`src/rtl/et_err_pkg.sv`:
```
// Shared definitions for the single-wire error-bus link (transmitter and receiver).
package et_err_pkg;

  localparam int LENGTH_ERR_DEF = 232;  // payload bits per frame, headers excluded
  localparam int GAP_LEN_DEF    = 3;    // idle zero bits after every frame
  localparam int HDR_LEN        = 3;    // header bits per frame

  // Headers are driven MSB first.
  localparam logic [HDR_LEN-1:0] HDR_TLK = 3'b100;
  localparam logic [HDR_LEN-1:0] HDR_DC  = 3'b101;

  typedef enum logic [1:0] {
    IDLE,
    HDR,
    PAYLOAD,
    GAP
  } err_state_e;

endpackage

```
`src/rtl/et_err_shreg.sv`:
```
// Load / shift-right register holding the payload word in flight; lsb is the next bit out.
module et_err_shreg #(
  parameter int WIDTH = 232
) (
  input  logic             clk,
  input  logic             rst,
  input  logic             load,
  input  logic             shift,
  input  logic [WIDTH-1:0] d,
  output logic             lsb
);

  logic [WIDTH-1:0] sr_q, sr_d;

  // Load has priority over shift; zeros fill from the top.
  always_comb begin
    sr_d = sr_q;
    if (load) begin
      sr_d = d;
    end else if (shift) begin
      sr_d = {1'b0, sr_q[WIDTH-1:1]};
    end
  end

  // Register with asynchronous clear.
  always_ff @(posedge clk or posedge rst) begin
    if (rst) begin
      sr_q <= '0;
    end else begin
      sr_q <= sr_d;
    end
  end

  assign lsb = sr_q[0];

endmodule

```
`src/rtl/et_err_tx.sv`:
```
// Error-bus link transmitter: serializes TLK and DC error words as
// header (MSB first) + payload (LSB first) + zero gap, one bit per clock.
//
// Handshake: a word is taken on a rising edge where *_valid and *_ready are
// both high; *_ready depends on state only, the bus is sampled at that edge
// alone and valid may be held or dropped freely otherwise. TLK wins ties.
module et_err_tx
  import et_err_pkg::*;
#(
  parameter int LENGTH_ERR = LENGTH_ERR_DEF,
  parameter int GAP_LEN    = GAP_LEN_DEF
) (
  input  logic                  clk,
  input  logic                  rst,
  input  logic [LENGTH_ERR-1:0] tlk_err_bus,
  input  logic                  tlk_valid,
  output logic                  tlk_ready,
  input  logic [LENGTH_ERR-1:0] dc_err_bus,
  input  logic                  dc_valid,
  output logic                  dc_ready,
  output logic                  out_live,
  output logic                  out_err,
  output logic                  busy,
  output logic                  tlk_sent,
  output logic                  dc_sent
);

  if (LENGTH_ERR < 2 || LENGTH_ERR > 255) begin : g_bad_length
    $error("et_err_tx: LENGTH_ERR must be 2..255 for the 8-bit counter");
  end
  if (GAP_LEN < 3 || GAP_LEN > 15) begin : g_bad_gap
    $error("et_err_tx: GAP_LEN must be 3..15");
  end

  localparam logic [7:0] LAST_HDR = 8'(HDR_LEN - 1);
  localparam logic [7:0] LAST_BIT = 8'(LENGTH_ERR - 1);
  // The final gap bit is driven while already back in IDLE, so a waiting
  // word can be accepted flush with the end of the gap.
  localparam logic [7:0] LAST_GAP = 8'(GAP_LEN - 2);

  err_state_e state_q, state_d;
  logic [7:0] cnt_q, cnt_d;
  logic       is_dc_q, is_dc_d;
  logic       tail_q, tail_d;
  logic       out_err_q, out_err_d;
  logic       out_live_q;
  logic       busy_q, busy_d;
  logic       tlk_sent_q, tlk_sent_d;
  logic       dc_sent_q, dc_sent_d;

  logic                  ready;
  logic                  tlk_go, dc_go;
  logic                  sh_load, sh_shift, sh_lsb;
  logic [LENGTH_ERR-1:0] load_word;
  logic [HDR_LEN-1:0]    hdr_cur;
  logic [1:0]            hdr_idx;

  assign ready     = (state_q == IDLE) && out_live_q;
  assign tlk_go    = tlk_valid && ready;
  assign dc_go     = dc_valid && ready && !tlk_valid;
  assign load_word = tlk_go ? tlk_err_bus : dc_err_bus;
  assign hdr_cur   = is_dc_q ? HDR_DC : HDR_TLK;
  assign hdr_idx   = 2'(HDR_LEN - 1) - cnt_q[1:0];

  et_err_shreg #(.WIDTH(LENGTH_ERR)) u_shreg (
    .clk   (clk),
    .rst   (rst),
    .load  (sh_load),
    .shift (sh_shift),
    .d     (load_word),
    .lsb   (sh_lsb)
  );

  // Next state, counter and next registered-output values.
  always_comb begin
    state_d    = state_q;
    cnt_d      = cnt_q;
    is_dc_d    = is_dc_q;
    tail_d     = 1'b0;
    out_err_d  = 1'b0;
    tlk_sent_d = 1'b0;
    dc_sent_d  = 1'b0;
    sh_load    = 1'b0;
    sh_shift   = 1'b0;
    case (state_q)
      IDLE: begin
        if (tlk_go || dc_go) begin
          state_d = HDR;
          cnt_d   = '0;
          is_dc_d = !tlk_go;
          sh_load = 1'b1;
        end
      end
      HDR: begin
        out_err_d = hdr_cur[hdr_idx];
        if (cnt_q == LAST_HDR) begin
          state_d = PAYLOAD;
          cnt_d   = '0;
        end else begin
          cnt_d = cnt_q + 8'd1;
        end
      end
      PAYLOAD: begin
        out_err_d = sh_lsb;
        sh_shift  = 1'b1;
        if (cnt_q == LAST_BIT) begin
          tlk_sent_d = !is_dc_q;
          dc_sent_d  = is_dc_q;
          state_d    = GAP;
          cnt_d      = '0;
        end else begin
          cnt_d = cnt_q + 8'd1;
        end
      end
      GAP: begin
        if (cnt_q == LAST_GAP) begin
          state_d = IDLE;
          cnt_d   = '0;
          tail_d  = 1'b1;
        end else begin
          cnt_d = cnt_q + 8'd1;
        end
      end
      default: begin
        state_d = IDLE;
        cnt_d   = '0;
      end
    endcase
  end

  // busy follows out_err: it covers the last gap bit driven from IDLE.
  always_comb begin
    busy_d = (state_q != IDLE) || tail_q;
  end

  // State and output registers; reset abandons any frame in flight.
  always_ff @(posedge clk or posedge rst) begin
    if (rst) begin
      state_q    <= IDLE;
      cnt_q      <= '0;
      is_dc_q    <= 1'b0;
      tail_q     <= 1'b0;
      out_err_q  <= 1'b0;
      out_live_q <= 1'b0;
      busy_q     <= 1'b0;
      tlk_sent_q <= 1'b0;
      dc_sent_q  <= 1'b0;
    end else begin
      state_q    <= state_d;
      cnt_q      <= cnt_d;
      is_dc_q    <= is_dc_d;
      tail_q     <= tail_d;
      out_err_q  <= out_err_d;
      out_live_q <= 1'b1;
      busy_q     <= busy_d;
      tlk_sent_q <= tlk_sent_d;
      dc_sent_q  <= dc_sent_d;
    end
  end

  assign tlk_ready = ready;
  assign dc_ready  = ready;
  assign out_live  = out_live_q;
  assign out_err   = out_err_q;
  assign busy      = busy_q;
  assign tlk_sent  = tlk_sent_q;
  assign dc_sent   = dc_sent_q;

endmodule

```
`config.mk`:
```
export PLATFORM = sky130hd
export DESIGN_NAME = et_err_tx
export DESIGN_NICKNAME = d
export VERILOG_FILES = /design/src/rtl/et_err_pkg.sv /design/src/rtl/et_err_shreg.sv /design/src/rtl/et_err_tx.sv
export SDC_FILE = /design/constraint.sdc
export NUM_CORES = 1
export LEC_CHECK = 0
export ABC_AREA = 1
export BUFFER_PORTS_ARGS = -buffer_cell sky130_fd_sc_hd__buf_2
export CAP_MARGIN = 20
export CORE_AREA = 2 2 184 186
export CTS_BUF_LIST = sky130_fd_sc_hd__clkbuf_4 sky130_fd_sc_hd__clkbuf_8 sky130_fd_sc_hd__clkbuf_16
export CTS_CLUSTER_SIZE = 14
export DETAILED_ROUTE_END_ITERATION = 16
export DIE_AREA = 0 0 186 188
export PLACE_DENSITY = 0.69
export SLEW_MARGIN = 15
export SYNTH_ARGS = -nofsm -noshare
export SYNTH_HDL_FRONTEND = slang
export SYNTH_SLANG_ARGS = --single-unit
```
`constraint.sdc`:
```
create_clock -name clk -period 11.45 [get_ports clk]
set_clock_uncertainty 0.05 [all_clocks]
set_input_delay 2.29 -clock clk [delete_from_list [all_inputs] [get_ports clk]]
set_output_delay 2.29 -clock clk [all_outputs]
set_load 0.02 [all_outputs]
```
# Word level (Yosys, flattened, before mapping)
# Cells that the tools add are included.
# classes
n_shift	0
eq_ne	10
n_mux	26
n_reduce_logical	14
multipliers	0
addsub	2
order_cmp	1
bitwise	0
div	0
# op_table
cell	n
232-bit two-way mux	3
8-bit two-way mux	4
8-bit case mux with 4 select lines	1
1-bit two-way mux	11
8-bit by 1-bit adder with 8-bit output, second input constant	1
8-bit by 1-bit == test with 1-bit output, second input constant	1
8-bit by 2-bit == test with 1-bit output, second input constant	1
8-bit == test, second input constant	1
2-bit two-way mux	4
2-bit case mux with 4 select lines	1
2-bit inequality test, second input constant	3
2-bit == test, second input constant	2
1-bit logical AND	4
4-bit AND reduction	1
2-bit nonzero test	2
1-bit zero test	3
2-bit by 3-bit less-than comparator with 1-bit output, second input constant	1
1-bit binary-select mux with 2-bit select	1
2-bit by 1-bit == test with 1-bit output, second input constant	1
2-bit zero test	1
1-bit logical OR	2
2-bit by 1-bit inequality test with 1-bit output, second input constant	1
1-bit case mux with 2 select lines	1
2-bit AND reduction	1
2-bit subtractor, first input constant	1
# totals
mem_bits_ro	0
ram_bits	0
register_bits	249
latch_bits	0
word_cells	63
inputBits	468
output_inout_bits	7
memories	0

# Logic depth before layout (Yosys ltp)
# Gate-level depths: netlist of run 1.
# depth
word_depth	8
mapped_depth	11
mapped_depth_nobuf	9

# Modules after synthesis
# A second synthesis of run 1 with hierarchy kept.
# unflattened
hier_cells	2142
area_unflattened_um2	14407.6
# by_module_without_submodules
mod	seq_area_each_um2	instances	cells_per_inst	area_each_um2
et_err_shreg	5805.6	1	1264	10430.0
et_err_tx	425.4	1	878	3977.6

# Least setup slack after synthesis of run 1
# Ideal clock, no wire load.
# synth_timing
path_kind	reg-to-output
startpoint	reg state_q[0]
endpoint	out tlk_ready
n_path_buf	1
stages_incl_launch_ff	6
required_time_ps	9110
t_arrival_ps	1136
slack_ps	7974
cell_sequence	dfrtp_1 -> inv_1 -> ha_1 -> nand2_1 -> inv_1 -> buf_4
# synth_between
elab_chain_cells	2
# synth_rtl
item	line	rtl
start: declaration	et_err_tx.sv:41	err_state_e state_q, state_d;
start signal: assignment	et_err_tx.sv:149	state_q <= state_d;
2-bit zero test	et_err_tx.sv:58	assign ready = (state_q == IDLE) && out_live_q;
1-bit logical AND	et_err_tx.sv:58	
end: declaration	et_err_tx.sv:17	output logic tlk_ready,
# Every way passes these cells.

# Worst setup path in the final report of run 1
# layout_timing
startpoint	in tlk_valid
endpoint	reg u_shreg.sr_q[127]
# layout_between
elab_chain_cells	6
word_cells_on_any_way	9
cone_classes	mux: 4; reduce/logical: 5
# layout_rtl
item	line	rtl
start: declaration	et_err_tx.sv:16	input logic tlk_valid,
1-bit zero test	et_err_tx.sv:60	assign dc_go = dc_valid && ready && !tlk_valid;
1-bit logical AND	et_err_tx.sv:60	
1-bit logical OR	et_err_tx.sv:87	if (tlk_go || dc_go) begin
1-bit two-way mux	et_err_tx.sv:87	
1-bit two-way mux	et_err_tx.sv:85	case (state_q)
232-bit two-way mux or 2-bit nonzero test (tied branches)	n/a	
end signal: assignment	et_err_shreg.sv:30	sr_q <= sr_d;
end: declaration	et_err_shreg.sv:13	logic [WIDTH-1:0] sr_q, sr_d;
# Several ways; a longest one is shown, not always the timed one.
# A chain may end at the register's enable or synchronous reset.

==> impl_metrics.yaml, run 1 <==
drt:
  drt_first_iter_violations: 1150
  wl_per_cell_um: 14.7
  finalWirelength_um: 40300
  drc: 0
  dr_total_vias: 14000
  via_per_inst: 5.12
  detail-route-antenna-nets: 0
  drtPass1Iterations: 5
grt:
  grt_max_degree: 242
  grt_util_all_layers_pct: 21.9
  grt_overflow: 0
  grt_pass1_vias: 12800
  antenna_found_initial: 4
  grt_pass1_wl_um: 62900
placement:
  dp.cells: 2684
  dp.final_hpwl_um: 27100
  portBuffers: 474
  gp_congestion: 0.893
  dpl_worst_slack_ns: 5.59
floorplan:
  rows: 67
  num_io_pins: 475
  dieWidth_um: 186
  fp.coreArea_um2: 33100
  die_h_um: 188
  die-area_um2: 35000
  start_util_pct: 41.1
clock_tree:
  cts_resized: 0
  numCtsBuffers: 28
  clockBufferDepth: 3
  cts_root_buf: "clkbuf_16"
  clkSinkCount: 249
  tritoncts: "done"
  ctsHoldBuffers: 0
  cts.clk_slew.worst_paths_ns: 0.06
  h-tree-depth: 1
  clk_latency_ns: 0.54
  cts_setup_buffers: 0
power:
  vdd_drop_max_v: 0.000202
  power_density_nw_per_um2: 251
  leakagePower_nw: 8.20
cells_and_area:
  syn2layout_area_growth_pct: 24.5
  finalNonFillerCells: 2739
  n_fill_cell: 3231
  drive_gt1_share_pct: 23.6
  fin_nets: 2742
sta:
  hold_viol: 0
  clock.fmax_ghz: 0.186
  tightest_slew_ns: 1.14
  setup_viol: 0
  max_slew_margin_pct: 24.2
  finalCriticalPeriod_ns: 5.39
  fin_ws_ns: 6.06
  tns_ns: 0
  whs_ns: 0.393
  slew_viol_final: 0
  rsz0062_at_grt: "no"
  period_share_pct: 47.1
min_path:
  hold_path_depth: 1
  min_to: "busy"
  hp-start: "tail_q"
  holdCritPathClass: "reg -> reg"
yosys:
  ys_seq_area_share_pct: 45.8
  synth_cells: 1907
  synthAdderAreaFrac_pct: 0.736
  synth_top_cell_area_share_pct: 45.8
  synth_common_cells: "nor2_1, o21ai_0, dfrtp_1"
  synth_compound_area_share_pct: 26.0
  synth-simple-area-share_pct: 21.3
  post_synth.cell_area_avg_um2: 7.14
  yosys-top-cells-area: "dfrtp_1, nor2_1, o21ai_0, a21oi_1, o21ai_1"
  ys.warnings.count: 0
  synth_top_family_by_area: "compound AO/OA/AOI/OAI gates"
  syn_nets: 2383
  synth_mux_area_share_pct: 0
  syn_area_um2: 13600
  synthXorXnorAreaFrac_pct: 0.322
  async_flop_share_pct: 100
  synth-edff-count: 0
  yosysUniqueCellTypes: 27
  synth_seq_cells: 249
  synth_most_common_cell: "nor2_1"
  synth_top_area_cell: "dfrtp_1"
  ys.flop_type: "dfrtp_1"
setup_path:
  cp.required_ns: 11.84
  r2r_end: "u_shreg.sr_q[127]"
  reg2reg_from: "state_q[0]"
  r2r_cells: 9
  crit_arrival_ns: 5.78
  cp-end-kind: "register"
  reg2reg_slack_ns: 6.97
  worstSetupPathType: "in -> reg"
  worstPathMaxFanout: 143
  start_kind: "input pin"
run:
  maxCapViolations: 0
run_status:
  outcome: "finished, final reports clean"
## cells in the final DEF, fill, tap and decap left out, types with 2 or more instances in the layout
master     synthesis  final
o21ai_1          136    136
clkbuf_8           0      7
o21ai_0          331    331
dfrtp_1          249    249
buf_2             29    474
nor2_1           706    706
buf_4              3      7
clkbuf_16          0     29
nand3_1           10     10
inv_1             21     19
nand4_1            2      2
xor2_1             4      4
nand2_1           40     40
inv_6              0      3
diode_2            0      3
clkbuf_4           0      7
ha_1               8      8
bufinv_16          0      3
clkinv_2           0      6
inv_8              0      2
a21oi_1          235    235
## report_power, final
part | leakage, nW | internal (W) | switching (W)
registers | 2.91 | 0.00134 | 0.000224
clock network | 0.506 | 0.000591 | 0.000354
logic | 4.79 | 0.000616 | 0.00112
total | 8.20 | 0.00255 | 0.00170
## final cells by class
class	count	area [um2]	share of cell area, %
inverters	24	120	0.709
clock buffers	43	875	5.16
repair buffers	482	2440	14.4
flip-flops and latches	249	6230	36.8
diodes	3	7.51	0.0443
well taps	448	561	3.31
clock inverters	9	120	0.709
multi-input cells	1481	6580	38.9
## worst max path at each step
stage / start / to / slack, ns
floorplan: rst / busy / 2.27
global placement: tlk_valid / u_shreg.sr_q[67] / 5.72
detailed placement: tlk_valid / u_shreg.sr_q[127] / 5.59
CTS: tlk_valid / u_shreg.sr_q[136] / 6.17
global route: tlk_valid / u_shreg.sr_q[75] / 5.77
finish: tlk_valid / u_shreg.sr_q[127] / 6.06
## logic make-up after synthesis
kind of cell / Yosys count
xor+xnor: 5
fa+ha+maj: 8
flops: 249
compound gates: 705
simple gates: 762
buf+inv: 177
other cells: 1
## sequential cells by signal, indices dropped and copies added (netlist names)
register and flops:
state_q 2, tail_q 1, u_shreg.sr_q 232, cnt_q 8, is_dc_q 1, dc_sent 1
out_live 1, tlk_sent 1, out_err 1, busy 1
## critical path, stage by stage
cell and delay [ns]:
buf_2 0.11, nand3_4 0.62, nand2_1 0.54, nor2_1 0.17, inv_6 0.65, buf_4 0.86, nor2_1 0.08, a21oi_1 0.17
## metrics by stage
step                      total power [W]  area (um2)  utilization (%)
after CTS                         0.00427       16900             51.1
after global routing              0.00463       16900             51.2
after detailed placement          0.00331       15900             48.1
final                             0.00425       16900             51.2
after floorplan                   0.00290       13600                -
after global placement            0.00324       15900             48.1
## per-layer routing
metal  vias to the layer above  routed length (um)  global-route usage, %
li1                       7043                   -                      -
met1                      6507               17800                   30.0
met2                       411               19300                   35.8
met3                        67                2060                   3.07
met4                         2                1110                   7.06
met5                         -                  15                      0
Power figures use the tool's default switching activity.
==> run 2, diff against run 1 <==
--- a/config.mk
+++ b/config.mk
@@ -8,12 +8,12 @@
 export ABC_AREA = 1
 export BUFFER_PORTS_ARGS = -buffer_cell sky130_fd_sc_hd__buf_2
 export CAP_MARGIN = 20
-export CORE_AREA = 2 2 184 186
+export CORE_AREA = 2 2 186 188
 export CTS_BUF_LIST = sky130_fd_sc_hd__clkbuf_4 sky130_fd_sc_hd__clkbuf_8 sky130_fd_sc_hd__clkbuf_16
 export CTS_CLUSTER_SIZE = 14
 export DETAILED_ROUTE_END_ITERATION = 16
-export DIE_AREA = 0 0 186 188
-export PLACE_DENSITY = 0.69
+export DIE_AREA = 0 0 188 190
+export PLACE_DENSITY = 0.7
 export SLEW_MARGIN = 15
 export SYNTH_ARGS = -nofsm -noshare
 export SYNTH_HDL_FRONTEND = slang
==> constraint.sdc (replaced) <==
create_clock -name clk -period 4.79 [get_ports clk]
set_clock_uncertainty 0.05 [all_clocks]
set_input_delay 0.958 -clock clk [delete_from_list [all_inputs] [get_ports clk]]
set_output_delay 0.958 -clock clk [all_outputs]
set_load 0.02 [all_outputs]
==> impl_metrics.yaml, run 2 (same netlist as run 1, synthesis figures left out) <==
clock_tree:
  ctsHoldBuffers: 0
  cts.clk_slew.worst_paths_ns: 0.06
  h-tree-depth: 1
  clockBufferDepth: 3
  cts_resized: 0
  cts_root_buf: "clkbuf_16"
  numCtsBuffers: 27
  clk_latency_ns: 0.53
  cts_setup_buffers: 0
  clkSinkCount: 249
  tritoncts: "done"
floorplan:
  fp.coreArea_um2: 33900
  start_util_pct: 40.1
  num_io_pins: 475
  die_h_um: 190
  die-area_um2: 35700
  dieWidth_um: 188
  rows: 68
sta:
  max_slew_margin_pct: 29.7
  tightest_slew_ns: 1.05
  slew_viol_final: 0
  fin_ws_ns: 1.92
  tns_ns: 0
  finalCriticalPeriod_ns: 2.87
  clock.fmax_ghz: 0.349
  whs_ns: 0.390
  period_share_pct: 59.9
  setup_viol: 0
  rsz0062_at_grt: "no"
  hold_viol: 0
cells_and_area:
  mostFrequentLayoutCell: "nor2_1"
  top_register: "u_shreg.sr_q"
  final_cell_mix: "nor2_1, buf_2, o21ai_0, dfrtp_1, a21oi_1"
  drive_gt1_share_pct: 23.8
  diodes: 0
  largest_registers: "u_shreg.sr_q x232, cnt_q x8, state_q x2"
  fin_nets: 2751
  syn2layout_area_growth_pct: 25.3
  largest_reg_flops: 232
grt:
  busiest_layer: "met2"
  grt_util_all_layers_pct: 21.6
  grt_pass1_vias: 13000
  grt_pass1_wl_um: 64200
  grtUsageMet2_pct: 37.1
  use_met3_pct: 2.51
  use_met1_pct: 28.8
  grt_max_degree: 233
  grt_overflow: 0
  antenna_found_initial: 0
drt:
  drt_first_iter_violations: 1008
  finalWirelength_um: 40500
  drc: 0
  via_per_inst: 5.10
  detail-route-antenna-nets: 0
  drtPass1Iterations: 5
  wl_per_cell_um: 14.7
  dr_total_vias: 14000
placement:
  portBuffers: 474
  gp_congestion: 0.869
  dp.final_hpwl_um: 27800
  dpl_worst_slack_ns: 1.69
power:
  leakagePower_nw: 8.25
  vdd_drop_max_v: 0.000521
  p_total_w: 0.0101
  power_density_nw_per_um2: 592
setup_path:
  crit_arrival_ns: 3.27
  worstSetupPathType: "reg -> reg"
  worstPathMaxFanout: 232
  start_kind: "register"
  cp.required_ns: 5.19
  cp-end-kind: "register"
min_path:
  holdCritPathClass: "reg -> reg"
run:
  maxCapViolations: 0
run_status:
  outcome: "finished, final reports clean"
[run 2: cell types whose count changed in the layout (fill, tap and decap cells not counted), sizes merged]
cell      change
buf          +10
diode         -3
bufinv        -2
clkinv        -2
clkinvlp      +1
inv           -1
[run 2: final cells by class]
cell class                 count  area (um2)
inverter                      24         116
sequential                   249        6230
clock inverter                 5        50.0
timing repair buffer         492        2660
fill                        3345       16900
clock buffer                  43         840
multi-input combinational   1481        6580
tap                          455         569
[run 2: worst max-delay path: stages, from the launching register on]
cell     delay (ns)
dfrtp_1        0.40
inv_1          0.10
ha_1           0.32
nand3_4        0.17
buf_12         0.60
nand3_1        0.52
inv_1          0.32
o21ai_0        0.15
a21oi_1        0.13
[run 2: worst paths after layout]
kind                       startpoint  slack, ns                end  depth (start not counted)
max                        state_q[0]       1.92           cnt_q[5]                          8
min                            tail_q       0.39               busy                          1
max reg2reg                state_q[0]       1.92           cnt_q[5]                          8
min reg2reg                    tail_q       0.39               busy                          1
max in group asynchronous         rst       3.50  u_shreg.sr_q[121]                          3
min in group asynchronous         rst       0.58  u_shreg.sr_q[207]                          3
[run 2: through the flow]
step | std cells | util, % | cell area, um2
floorplan | 1907 | - | 13600
global placement | 2701 | 47.6 | 16200
detailed placement | 2701 | 47.6 | 16200
CTS | 2749 | 50.2 | 17000
global route | 2749 | 50.2 | 17000
finish | 2749 | 50.2 | 17000
[run 2: where the power goes]
group,internal (W),switching [W]
combinational,0.00155,0.00272
clock,0.00125,0.000824
sequential,0.00321,0.000536
total,0.00601,0.00408
[run 2: layer usage]
layer | vias up | part of all wire (%)
li1 | 7047 | -
met1 | 6511 | 44
met2 | 399 | 49
met3 | 75 | 4.7
met4 | 0 | 2.9
met5 | - | 0
